[config.mk]
export PLATFORM = sky130hd
export DESIGN_NAME = uart_tx_mmio
export DESIGN_NICKNAME = d
export VERILOG_FILES = /design/src/rtl/uart_tx_mmio.sv
export SDC_FILE = /design/constraint.sdc
export NUM_CORES = 1
export LEC_CHECK = 0
export BUFFER_PORTS_ARGS = -buffer_cell sky130_fd_sc_hd__buf_2
export CAP_MARGIN = 20
export CORE_MARGIN = 5
export CORE_UTILIZATION = 51
export DETAILED_ROUTE_END_ITERATION = 8
export GPL_ROUTABILITY_DRIVEN = 0
export GPL_TIMING_DRIVEN = 0
export MAX_ROUTING_LAYER = met4
export PLACE_DENSITY = 0.88
export SLEW_MARGIN = 20
export SYNTH_ARGS = -nofsm -noshare
export SYNTH_HDL_FRONTEND = slang
export SYNTH_SLANG_ARGS = --single-unit
[constraint.sdc]
create_clock -name clk -period 3.3 [get_ports clk]
set_clock_uncertainty 0.05 [all_clocks]
set_input_delay 0.33 -clock clk [delete_from_list [all_inputs] [get_ports clk]]
set_output_delay 0.33 -clock clk [all_outputs]
set_load 0.05 [all_outputs]
[src/rtl/uart_tx_mmio.sv]
// Memory-mapped 8N1 UART transmitter with a one-byte holding register and a sticky overrun flag.
// Define UART_TX_PARITY_EN to insert an even-parity bit between the data bits and the stop bit (8E1).
module uart_tx_mmio #(
    parameter int CLK_FREQ  = 50_000_000,
    parameter int BAUD_RATE = 115_200
) (
    input  logic        clk,
    input  logic        rst_n,
    input  logic        wr_en,
    input  logic [31:0] wr_data,
    input  logic        ovr_clr,
    output logic        tx,
    output logic        tx_done,
    output logic [31:0] status_rdata
);
    localparam int BAUD_DIV = CLK_FREQ / BAUD_RATE;
    localparam int CW = (BAUD_DIV > 2) ? $clog2(BAUD_DIV) : 1;
    localparam logic [CW-1:0] CNT_MAX = CW'(BAUD_DIV - 1);

    typedef enum logic [2:0] {S_IDLE, S_START, S_DATA, S_PARITY, S_STOP} state_e;

    state_e          state_q, state_d;
    logic [CW-1:0]   cnt_q, cnt_d;
    logic [2:0]      bit_idx_q, bit_idx_d;
    logic [7:0]      shift_q, shift_d;
    logic [7:0]      hold_q, hold_d;
    logic            hold_full_q, hold_full_d;
    logic            overrun_q, overrun_d;
    logic            tx_q, tx_d;
    logic            bit_end, stop_end, busy;
    logic            unused_wr_hi;

    assign unused_wr_hi = ^wr_data[31:8];
    assign bit_end  = (cnt_q == CNT_MAX);
    assign stop_end = (state_q == S_STOP) && bit_end;
    assign busy     = (state_q != S_IDLE);

    always_comb begin
        state_d     = state_q;
        cnt_d       = cnt_q;
        bit_idx_d   = bit_idx_q;
        shift_d     = shift_q;
        hold_d      = hold_q;
        hold_full_d = hold_full_q;
        overrun_d   = overrun_q;

        if (busy) cnt_d = bit_end ? '0 : cnt_q + 1'b1;

        // Set beats clear when both happen in the same cycle.
        if (ovr_clr) overrun_d = 1'b0;
        if (wr_en && hold_full_q) overrun_d = 1'b1;

        case (state_q)
            S_IDLE: begin
                if (wr_en) begin
                    shift_d = wr_data[7:0];
                    state_d = S_START;
                end
            end
            S_START: if (bit_end) state_d = S_DATA;
            S_DATA: begin
                if (bit_end) begin
                    // Rotate rather than zero-fill so ^shift stays the frame's parity.
                    shift_d   = {shift_q[0], shift_q[7:1]};
                    bit_idx_d = bit_idx_q + 3'd1;
                    if (bit_idx_q == 3'd7) begin
`ifdef UART_TX_PARITY_EN
                        state_d = S_PARITY;
`else
                        state_d = S_STOP;
`endif
                    end
                end
            end
            S_PARITY: if (bit_end) state_d = S_STOP;
            S_STOP: begin
                if (bit_end) begin
                    if (hold_full_q) begin
                        shift_d     = hold_q;
                        hold_full_d = 1'b0;
                        state_d     = S_START;
                    end else if (wr_en) begin
                        shift_d = wr_data[7:0];
                        state_d = S_START;
                    end else begin
                        state_d = S_IDLE;
                    end
                end
            end
            default: state_d = S_IDLE;
        endcase

        if (wr_en && busy && !hold_full_q && !stop_end) begin
            hold_d      = wr_data[7:0];
            hold_full_d = 1'b1;
        end

        // Line level follows the next state so tx changes on the same edge as the state.
        case (state_d)
            S_START:  tx_d = 1'b0;
            S_DATA:   tx_d = shift_d[0];
            S_PARITY: tx_d = ^shift_d;
            default:  tx_d = 1'b1;
        endcase
    end

    always_ff @(posedge clk or negedge rst_n) begin
        if (!rst_n) begin
            state_q     <= S_IDLE;
            cnt_q       <= '0;
            bit_idx_q   <= '0;
            shift_q     <= '0;
            hold_q      <= '0;
            hold_full_q <= 1'b0;
            overrun_q   <= 1'b0;
            tx_q        <= 1'b1;
        end else begin
            state_q     <= state_d;
            cnt_q       <= cnt_d;
            bit_idx_q   <= bit_idx_d;
            shift_q     <= shift_d;
            hold_q      <= hold_d;
            hold_full_q <= hold_full_d;
            overrun_q   <= overrun_d;
            tx_q        <= tx_d;
        end
    end

    assign tx           = tx_q;
    assign tx_done      = stop_end;
    assign status_rdata = {29'b0, overrun_q, hold_full_q, busy};
endmodule
Yosys cells after proc, flatten, opt, wreduce, memory -nomap -nowiden:

Cells that the tools add are included.

* output and inout bits: 34
* bits in registers: 34
* word-level logic and storage cells: 55

* mux-type cells: 21
* reductions and logical operators: 15
* $add $sub $neg: 2
* equal/unequal tests: 9

Operator list (count)
* $mux 8: 4
* $pmux 8 s3: 1
* $mux 3: 6
* $pmux 3 s5: 1
* $eq 3x2->1 const B: 4
* $add 9x1->9 const B: 1
* $eq 9x9->1 const B: 1
* $mux 9: 1
* $reduce_xor 8->1: 1
* $mux 1: 7
* $eq 3x1->1 const B: 2
* $eq 3x3->1 const B: 2
* $reduce_bool 2->1: 3
* $logic_and 1x1->1: 5
* $reduce_and 2->1: 2
* $add 3x1->3 const B: 1
* $logic_not 3->1: 1
* $pmux 1 s3: 1
* $reduce_bool 3->1: 1
* $logic_not 1->1: 2

Longest topological paths before layout:

Gate-level depths: netlist of the first run.

* depth in word-level cells: 6
* gate-level depth with buffers: 13
* mapped depth without buffers: 11

Worst setup path after synthesis of the first run:

Ideal clock, no wire load.

* path type: register to register
* from: register cnt_q[3]
* to: register tx_q (netlist: tx)
* path slack: 0.376 ns
* period minus slack after synthesis: 2.924 ns
* library setup time: 0.090 ns
* path buffers: 1
* cell stages (with the launch flop): 11
* arrival time: 2.784 ns
* data required time: 3.160 ns
* cells stage by stage: dfrtp_1 or4b_4 or2_1 buf_6 nor2_4 o2bb2ai_1 a221o_2 xor2_1 xnor3_1 mux2i_1 o211ai_1

* longest elaborated chain between the ends: 5
* elaborated cells between the ends (all ways): 14

Ends and longest elaborated chain
* from (decl): RTL line 23 `logic [CW-1:0] cnt_q, cnt_d;`
* from (signal assigned): RTL line 119 `cnt_q <= cnt_d;`
* $eq 9x9->1 (*): RTL line 34 `assign bit_end = (cnt_q == CNT_MAX);`
* $mux 8 (on tied branches): RTL line 77, 62
* $pmux 8 s3 (*): RTL line 53 `case (state_q)`
* net shift_d[5]: RTL line 25 `logic [7:0] shift_q, shift_d;`
* $reduce_xor 8->1 (*): RTL line 102 `S_PARITY: tx_d = ^shift_d;`
* $pmux 1 s3 (*): RTL line 99 `case (state_d)`
* net tx_d: RTL line 29 `logic tx_q, tx_d;`
* to (signal assigned): RTL line 125 `tx_q <= tx_d;`
* to (decl): RTL line 29

Mark *: on every way through the listed nets, which the timed path passes. The rest lies on a longest branch.
A chain may end at the register's enable or synchronous reset.

Worst setup path in the final report of the first run:

Same ends and word-level chain as after synthesis.

==> impl_table.tex, run 1 <==
\begin{tabular}{lr}
\hline
Metric & Value \\
\hline
\multicolumn{2}{l}{\textbf{Placed design}} \\
Half-perimeter wire length after placement & about 3400 um \\
Worst-case setup slack after placement & 0.0280 ns \\
Port Buf Inserts & 15 \\
\multicolumn{2}{l}{\textbf{Critical path}} \\
WP data arrival & around 3.3 ns \\
Element type at the critical path end & flip-flop \\
Startpoint kind of the worst setup timing path & flip-flop \\
Max Fanout on Critical Path & 7 \\
Required time at the endpoint of the critical path & $\sim$3.5 ns \\
Crit Path Class & reg2reg \\
\multicolumn{2}{l}{\textbf{STA}} \\
Min Clock Period, post-route & 3.10 ns \\
\# setup viols final & 0 \\
Fmax & 0.323 GHz \\
Max-slew violation count & 0 \\
PnR worst setup slack & 0.200 ns \\
Worst Tran Pin Value & between 0.7 and 0.8 ns \\
RSZ-0062 raised after global routing & no \\
Number of hold violations in the final report & 0 \\
Share of the clock period used by the worst path after layout & 0.939 \\
Slew headroom & 0.479 \\
Sum Neg Setup Slack & 0 ns \\
\multicolumn{2}{l}{\textbf{CTS}} \\
Library cell used as clock root buffer & clkbuf\_8 \\
TritonCTS buffer count & 5 \\
Clock tree from TritonCTS & yes \\
Worst-case clock buffer depth & 2 \\
Clock transition time at the flip-flop clock pins of the worst setup and hold paths & roughly 0.070 ns \\
Number of sinks driven by the clock tree & 34 \\
Insertion delay of the later-clocked pin in the worst-skew pair & 0.29 ns \\
Count of H-tree levels built during CTS & 2 \\
Quantity of hold-fixing buffers added after cts & 0 \\
\multicolumn{2}{l}{\textbf{Routing}} \\
Number of iterations in the first detailed-routing pass & 4 \\
Count of nets left with antenna violations after detail routing & 0 \\
Ratio of routed vias to standard cells & 5.24 \\
Number of remaining DRC errors & 0 \\
Wire per inst & 13.2 um \\
Number of design-rule violations left by the first detailed-router iteration & 269 \\
Final wirelength & 4480 um \\
Vias after detailed routing & 1782 \\
\multicolumn{2}{l}{\textbf{Final layout}} \\
Synthesis-to-layout area growth & 16.1\% \\
Share of cells above drive strength 1 & 0.278 \\
Nets & 327 \\
Filler cells & 363 \\
Diodes inserted & 0 \\
\multicolumn{2}{l}{\textbf{Worst hold path}} \\
Class of the tightest hold or removal check & in2async \\
\multicolumn{2}{l}{\textbf{GRT}} \\
GRT Util Overall & 0.169 \\
Remaining Overflow, GRT & 0 \\
Pin count of the biggest net entering global routing & 35 \\
Number of antenna violations at the first check in global routing & 0 \\
Wire length of the first global-routing pass & approximately 7300 um \\
Number of global-route vias before repair & 1565 \\
\multicolumn{2}{l}{\textbf{Die}} \\
Count of pins on the block boundary & 70 \\
Die W & $\sim$76 um \\
Starting Density & 0.518 \\
Die Y & 75.8 um \\
Total core area & 0.00426 mm2 \\
Std cell rows & 24 \\
Die ar. & 0.00575 mm2 \\
\multicolumn{2}{l}{\textbf{Synthesis}} \\
Yosys warnings & 0 \\
Sequential cell area fraction in the yosys report & 0.386 \\
Asr flop ratio synth & 1.00 \\
Area of the mapped netlist & about 0.0022 mm2 \\
Number of register bits inferred by synthesis & 34 \\
Synthesized netlist cell count & 234 \\
Post-synth cell types & 48 \\
Synthesized area per cell & between 9 and 10 um2 \\
Most frequently used flop master after synthesis & dfrtp\_1 \\
Number of enable flip-flop cells after synthesis & 0 \\
\multicolumn{2}{l}{\textbf{Pwr}} \\
PwrDens & 546 mW/mm2 \\
Worst-case vdd ir drop & 0.204 mV \\
Leakage power & 1.29 nW \\
\multicolumn{2}{l}{\textbf{Job}} \\
Number of maximum-capacitance violations & 0 \\
\multicolumn{2}{l}{\textbf{Status}} \\
Result of the run & finished clean \\
\hline
\end{tabular}
report_power, final:
| part | switching [W] | internal [W] | leakage [nW] | total, W |
|---|---|---|---|---|
| Sequential | 0.000100 | 0.000515 | 0.424 | 0.000616 |
| Combinational | 0.000260 | 0.000233 | 0.823 | 0.000493 |
| Clock | 0.000147 | 0.000146 | 0.0450 | 0.000293 |
layer usage:
| metal | global-route usage | share of wire |
|---|---|---|
| met4 | 0.0621 | 0.020 |
| met1 | 0.220 | 0.42 |
| met3 | 0.0277 | 0.075 |
| met5 | - | 0 |
| met2 | 0.263 | 0.49 |
worst max-delay path, cell delays in order (launching register included):
cell,delay [ns]
dfrtp_1,0.45
or4b_4,0.60
o31a_1,0.29
nor3_1,0.28
a221oi_1,0.14
o22ai_1,0.20
xnor3_1,0.43
xnor3_1,0.24
mux2i_1,0.21
o211ai_1,0.13
worst paths after layout:
kind / start / end / slack, ns / cells past startpoint
max reg2reg: cnt_q[3] / tx / 0.20 / 9
min: rst_n / shift_q[2] / 0.03 / 1
max: cnt_q[3] / tx / 0.20 / 9
min in group clk: ovr_clr / overrun_q / 0.19 / 2
max in group asynchronous: rst_n / hold_q[2] / 2.68 / 1
min reg2reg: bit_idx_q[0] / bit_idx_q[0] / 0.43 / 1
metrics by stage:
step	utilization	hold slack, ns	cell area (um2)	cells	power [W]
4_1_cts	0.598	0.0769	2550	338	0.00141
2_1_floorplan	-	-0.0156	2310	262	0.00101
5_1_grt	0.602	0.132	2560	340	0.00149
3_3_place_gp	0.576	0.383	2450	329	0.00109
6_report	0.602	0.0337	2560	340	0.00140
3_5_place_dp	0.577	0.399	2460	330	0.00111
what timing repair did:
action,CTS,global route
endpoints found under the setup margin,1,1
buffers inserted,0,2
gates cloned,0,0
gates resized for setup,1,0
pin swaps,0,1
flip-flops by register name, summed over array words and instances (netlist names):
signal and count:
state_q 3, overrun_q 1, bit_idx_q 3, hold_q 8, shift_q 8, hold_full_q 1, cnt_q 9, tx 1
area by class of cell:
cell class / instances / area (um2) / area share
multi-input combinational: 178 / 1150 / 0.449
sequential: 34 / 852 / 0.332
buffer: 43 / 290 / 0.113
timing repair buffer: 18 / 97.6 / 0.0380
clock buffer: 6 / 72.6 / 0.0283
tap: 52 / 65.1 / 0.0254
inverter: 7 / 26.3 / 0.0102
clock inverter: 2 / 10.0 / 0.00390
synthesized netlist by cell type, drive strengths merged, types with 2 or more instances:
cell type | instances | area, um2
and3 | 3 | 18.8
xnor2 | 2 | 17.5
xnor3 | 2 | 45.0
o2bb2ai | 4 | 35.0
nand2 | 23 | 86.3
mux2 | 10 | 113
dfrtp | 33 | 826
o31ai | 2 | 15.0
a22oi | 4 | 30.0
a21oi | 10 | 50.1
mux2i | 7 | 70.1
xor2 | 4 | 42.6
ha | 4 | 50.1
o21ai | 18 | 90.1
nand2b | 2 | 12.5
nor3 | 5 | 36.3
o22ai | 4 | 25.0
clkbuf | 8 | 30.0
nand3 | 10 | 60.1
nor2 | 14 | 60.1
a221oi | 2 | 17.5
inv | 7 | 26.3
a221o | 4 | 43.8
buf | 35 | 260
nand4 | 2 | 12.5
placed cells by master (no fill, tap or decap), drive strengths merged, types with 2 or more instances in the layout:
cell type	n
buf	53
dfrtp	33
conb	29
nand2	23
o21ai	18
nor2	14
clkbuf	14
a21oi	10
mux2	10
nand3	10
inv	7
mux2i	7
nor3	5
o22ai	4
o2bb2ai	4
a22oi	4
ha	4
a221o	4
xor2	4
and3	3
nand4	2
a221oi	2
nand2b	2
o31ai	2
xnor3	2
xnor2	2
clkinv	2
logic make-up (layout without fill, tap and decap cells):
group | Yosys count | in the layout | share of synthesized area
AOI/OAI and AO/OA | 55 | 55 | 0.165
xor gates and xnor gates | 8 | 8 | 0.0476
adders and majority gates | 4 | 4 | 0.0227
buffers and inverters | 50 | 76 | 0.143
DFF | 34 | 34 | 0.386
muxes | 17 | 17 | 0.0827
other | 1 | 29 | 0.00170
and+or+nand+nor | 65 | 65 | 0.152
Power figures use the tool's default switching activity.
==> run 2: changes to the inputs <==
--- a/config.mk
+++ b/config.mk
@@ -13,7 +13,8 @@
 export GPL_ROUTABILITY_DRIVEN = 0
 export GPL_TIMING_DRIVEN = 0
 export MAX_ROUTING_LAYER = met4
-export PLACE_DENSITY = 0.88
+export PLACE_DENSITY_LB_ADDON = 0.3
+export SETUP_SLACK_MARGIN = 0.4
 export SLEW_MARGIN = 20
 export SYNTH_ARGS = -nofsm -noshare
 export SYNTH_HDL_FRONTEND = slang
==> impl_table.tex, run 2 (synthesis gave the netlist of run 1 again) <==
\begin{tabular}{lr}
\hline
Metric & Value \\
\hline
\multicolumn{2}{l}{\textbf{Status}} \\
Result of the run & finished clean \\
\multicolumn{2}{l}{\textbf{STA}} \\
Share of the clock period used by the worst path after layout & 0.897 \\
\# setup viols final & 0 \\
RSZ-0062 raised after global routing & yes \\
Hold slack final & 0.0694 ns \\
Slew headroom & 0.485 \\
Max-slew violation count & 0 \\
Worst Tran Pin Value & 0.772 ns \\
Fmax & $\sim$0.34 GHz \\
Min Clock Period, post-route & 2.96 ns \\
Number of hold violations in the final report & 0 \\
\multicolumn{2}{l}{\textbf{Critical path}} \\
Buffers \& Inverters on Critical Path & 1 \\
R2R Path End & tx \\
Startpoint kind of the worst setup timing path & flip-flop \\
Required time at the endpoint of the critical path & 3.45 ns \\
Worst Reg-to-Reg Cells & 10 \\
Logic depth of the worst path, buffers included & 10 \\
Cell chain of the critical path & or4b\_4 > or2\_1 > buf\_6 > nor2\_4 > a32o\_1 > a221o\_1 > xnor3\_1 > xnor3\_1 > mux2i\_1 > o211ai\_1 \\
Crit Path Class & reg2reg \\
Startpoint of the most critical setup path & cnt\_q[2] \\
Worst setup path end & tx \\
Crit Reg-Reg Startpoint & cnt\_q[2] \\
Most frequent cell on the critical path & xnor3\_1 \\
Largest stage delay, worst path & 0.55 ns \\
Delay-heaviest family, CP & simple AND/OR/NAND/NOR gates \\
WP data arrival & between 3 and 4 ns \\
Slowest CP cell & or4b\_4 \\
Max Fanout on Critical Path & 7 \\
R2R Setup Slk & roughly 0.34 ns \\
Element type at the critical path end & flip-flop \\
\multicolumn{2}{l}{\textbf{CTS}} \\
TritonCTS buffer count & 5 \\
Clock transition time at the flip-flop clock pins of the worst setup and hold paths & 0.07 ns \\
Library cell used as clock root buffer & clkbuf\_8 \\
Quantity of hold-fixing buffers added after cts & 0 \\
Insertion delay of the later-clocked pin in the worst-skew pair & roughly 0.28 ns \\
Count of H-tree levels built during CTS & 2 \\
Number of sinks driven by the clock tree & 34 \\
Clock tree from TritonCTS & yes \\
Worst-case clock buffer depth & 2 \\
\multicolumn{2}{l}{\textbf{Pwr}} \\
Total net switching power & 0.000522 W \\
PwrDens & approximately 550 mW/mm2 \\
Leakage power & 1.34 nW \\
Internal power consumption & 0.000937 W \\
Portion of total power attributed to the clock network & 0.218 \\
Worst-case vdd ir drop & $\sim$0.27 mV \\
Combinational Power Share & 0.365 \\
Sw Ratio & 0.358 \\
Power share of the sequential group & 0.417 \\
Pwr Total & 0.00146 W \\
\multicolumn{2}{l}{\textbf{Die}} \\
Starting Density & 0.518 \\
Die W & 75.8 um \\
Die ar. & 0.00575 mm2 \\
Std cell rows & 24 \\
Count of pins on the block boundary & 70 \\
Total core area & around 0.0043 mm2 \\
Die Y & 75.8 um \\
\multicolumn{2}{l}{\textbf{Routing}} \\
Vias after detailed routing & 1798 \\
Number of iterations in the first detailed-routing pass & 4 \\
Number of remaining DRC errors & 0 \\
Count of nets left with antenna violations after detail routing & 0 \\
Ratio of routed vias to standard cells & 5.17 \\
Final wirelength & around 4900 um \\
Wire per inst & approximately 14 um \\
Number of design-rule violations left by the first detailed-router iteration & 119 \\
\multicolumn{2}{l}{\textbf{Final layout}} \\
Diodes inserted & 0 \\
Reg with most FFs & cnt\_q \\
Number of flip-flops in the largest register & 9 \\
Nets & 335 \\
Synthesis-to-layout area growth & 20.4\% \\
Share of cells above drive strength 1 & 0.314 \\
Leading cell types in the layout, fill and taps excluded & buf\_4 (43), dfrtp\_1 (33), conb\_1 (29) \\
Most frequent standard cell in the layout excluding fill and tap cells & buf\_4 \\
Non-filler cells, final & 348 \\
Largest registers & cnt\_q: 9 flops, hold\_q: 8 flops, shift\_q: 8 flops \\
\multicolumn{2}{l}{\textbf{Placed design}} \\
Port Buf Inserts & 15 \\
Half-perimeter wire length after placement & $\sim$3400 um \\
Placed cell count & roughly 330 \\
\multicolumn{2}{l}{\textbf{GRT}} \\
GRT Util Overall & 0.180 \\
Wire length of the first global-routing pass & approximately 7500 um \\
Remaining Overflow, GRT & 0 \\
Pin count of the biggest net entering global routing & 35 \\
Number of antenna violations at the first check in global routing & 0 \\
Number of global-route vias before repair & approximately 1500 \\
\multicolumn{2}{l}{\textbf{Worst hold path}} \\
Class of the tightest hold or removal check & in2async \\
\multicolumn{2}{l}{\textbf{Job}} \\
Number of maximum-capacitance violations & 0 \\
\hline
\end{tabular}
-- run 2: worst min-delay path by stage --
stage	slack (ns)	cells after the start	to	start
finish	0.07	1	bit_idx_q[0]	rst_n
global route	0.15	1	bit_idx_q[0]	rst_n
global placement	0.41	1	bit_idx_q[2]	rst_n
CTS	0.10	1	cnt_q[2]	rst_n
detailed placement	0.41	1	bit_idx_q[1]	rst_n
floorplan	-0.02	0	bit_idx_q[0]	rst_n
-- run 2: metal layers --
layer,routed length [um],vias to the layer above,share of wire,track usage
met4,62,0,0.013,0.0583
met3,400,7,0.081,0.0356
met1,2090,840,0.42,0.245
li1,-,890,-,-
met5,0,-,0,-
met2,2380,61,0.48,0.268
-- run 2: final cells by class --
class | instances | area [um2]
Clock inverter | 1 | 5.00
Fill cell | 350 | 1600
Tap cell | 52 | 65.1
Multi-Input combinational cell | 178 | 1180
Timing Repair Buffer | 26 | 158
Buffer | 43 | 292
Clock buffer | 7 | 86.3
Inverter | 7 | 26.3
Sequential cell | 34 | 852
-- run 2: what timing repair did --
item                       4_1_cts  5_1_grt
pin swaps                        1        9
cloned                           0        0
buffers inserted                 2        9
setup endpoints to repair        2        2
resized for setup                0        5
-- run 2: stage by stage --
stage	util	cell area, um2	TNS, ns	setup WS, ns
after floorplan	-	2310	0	0.396
after global placement	0.576	2450	-0.107	-0.107
after detailed placement	0.578	2460	0	0.173
after CTS	0.603	2570	0	0.306
after global routing	0.624	2660	0	0.223
final	0.624	2660	0	0.341
-- run 2: power groups by stage --
stage	logic, W	clock network [W]	registers [W]
after CTS	0.000512	0.000327	0.000603
final	0.000533	0.000317	0.000609
after global routing	0.000588	0.000341	0.000620
after detailed placement	0.000495	0	0.000616
after floorplan	0.000421	0	0.000594
after global placement	0.000487	0	0.000614
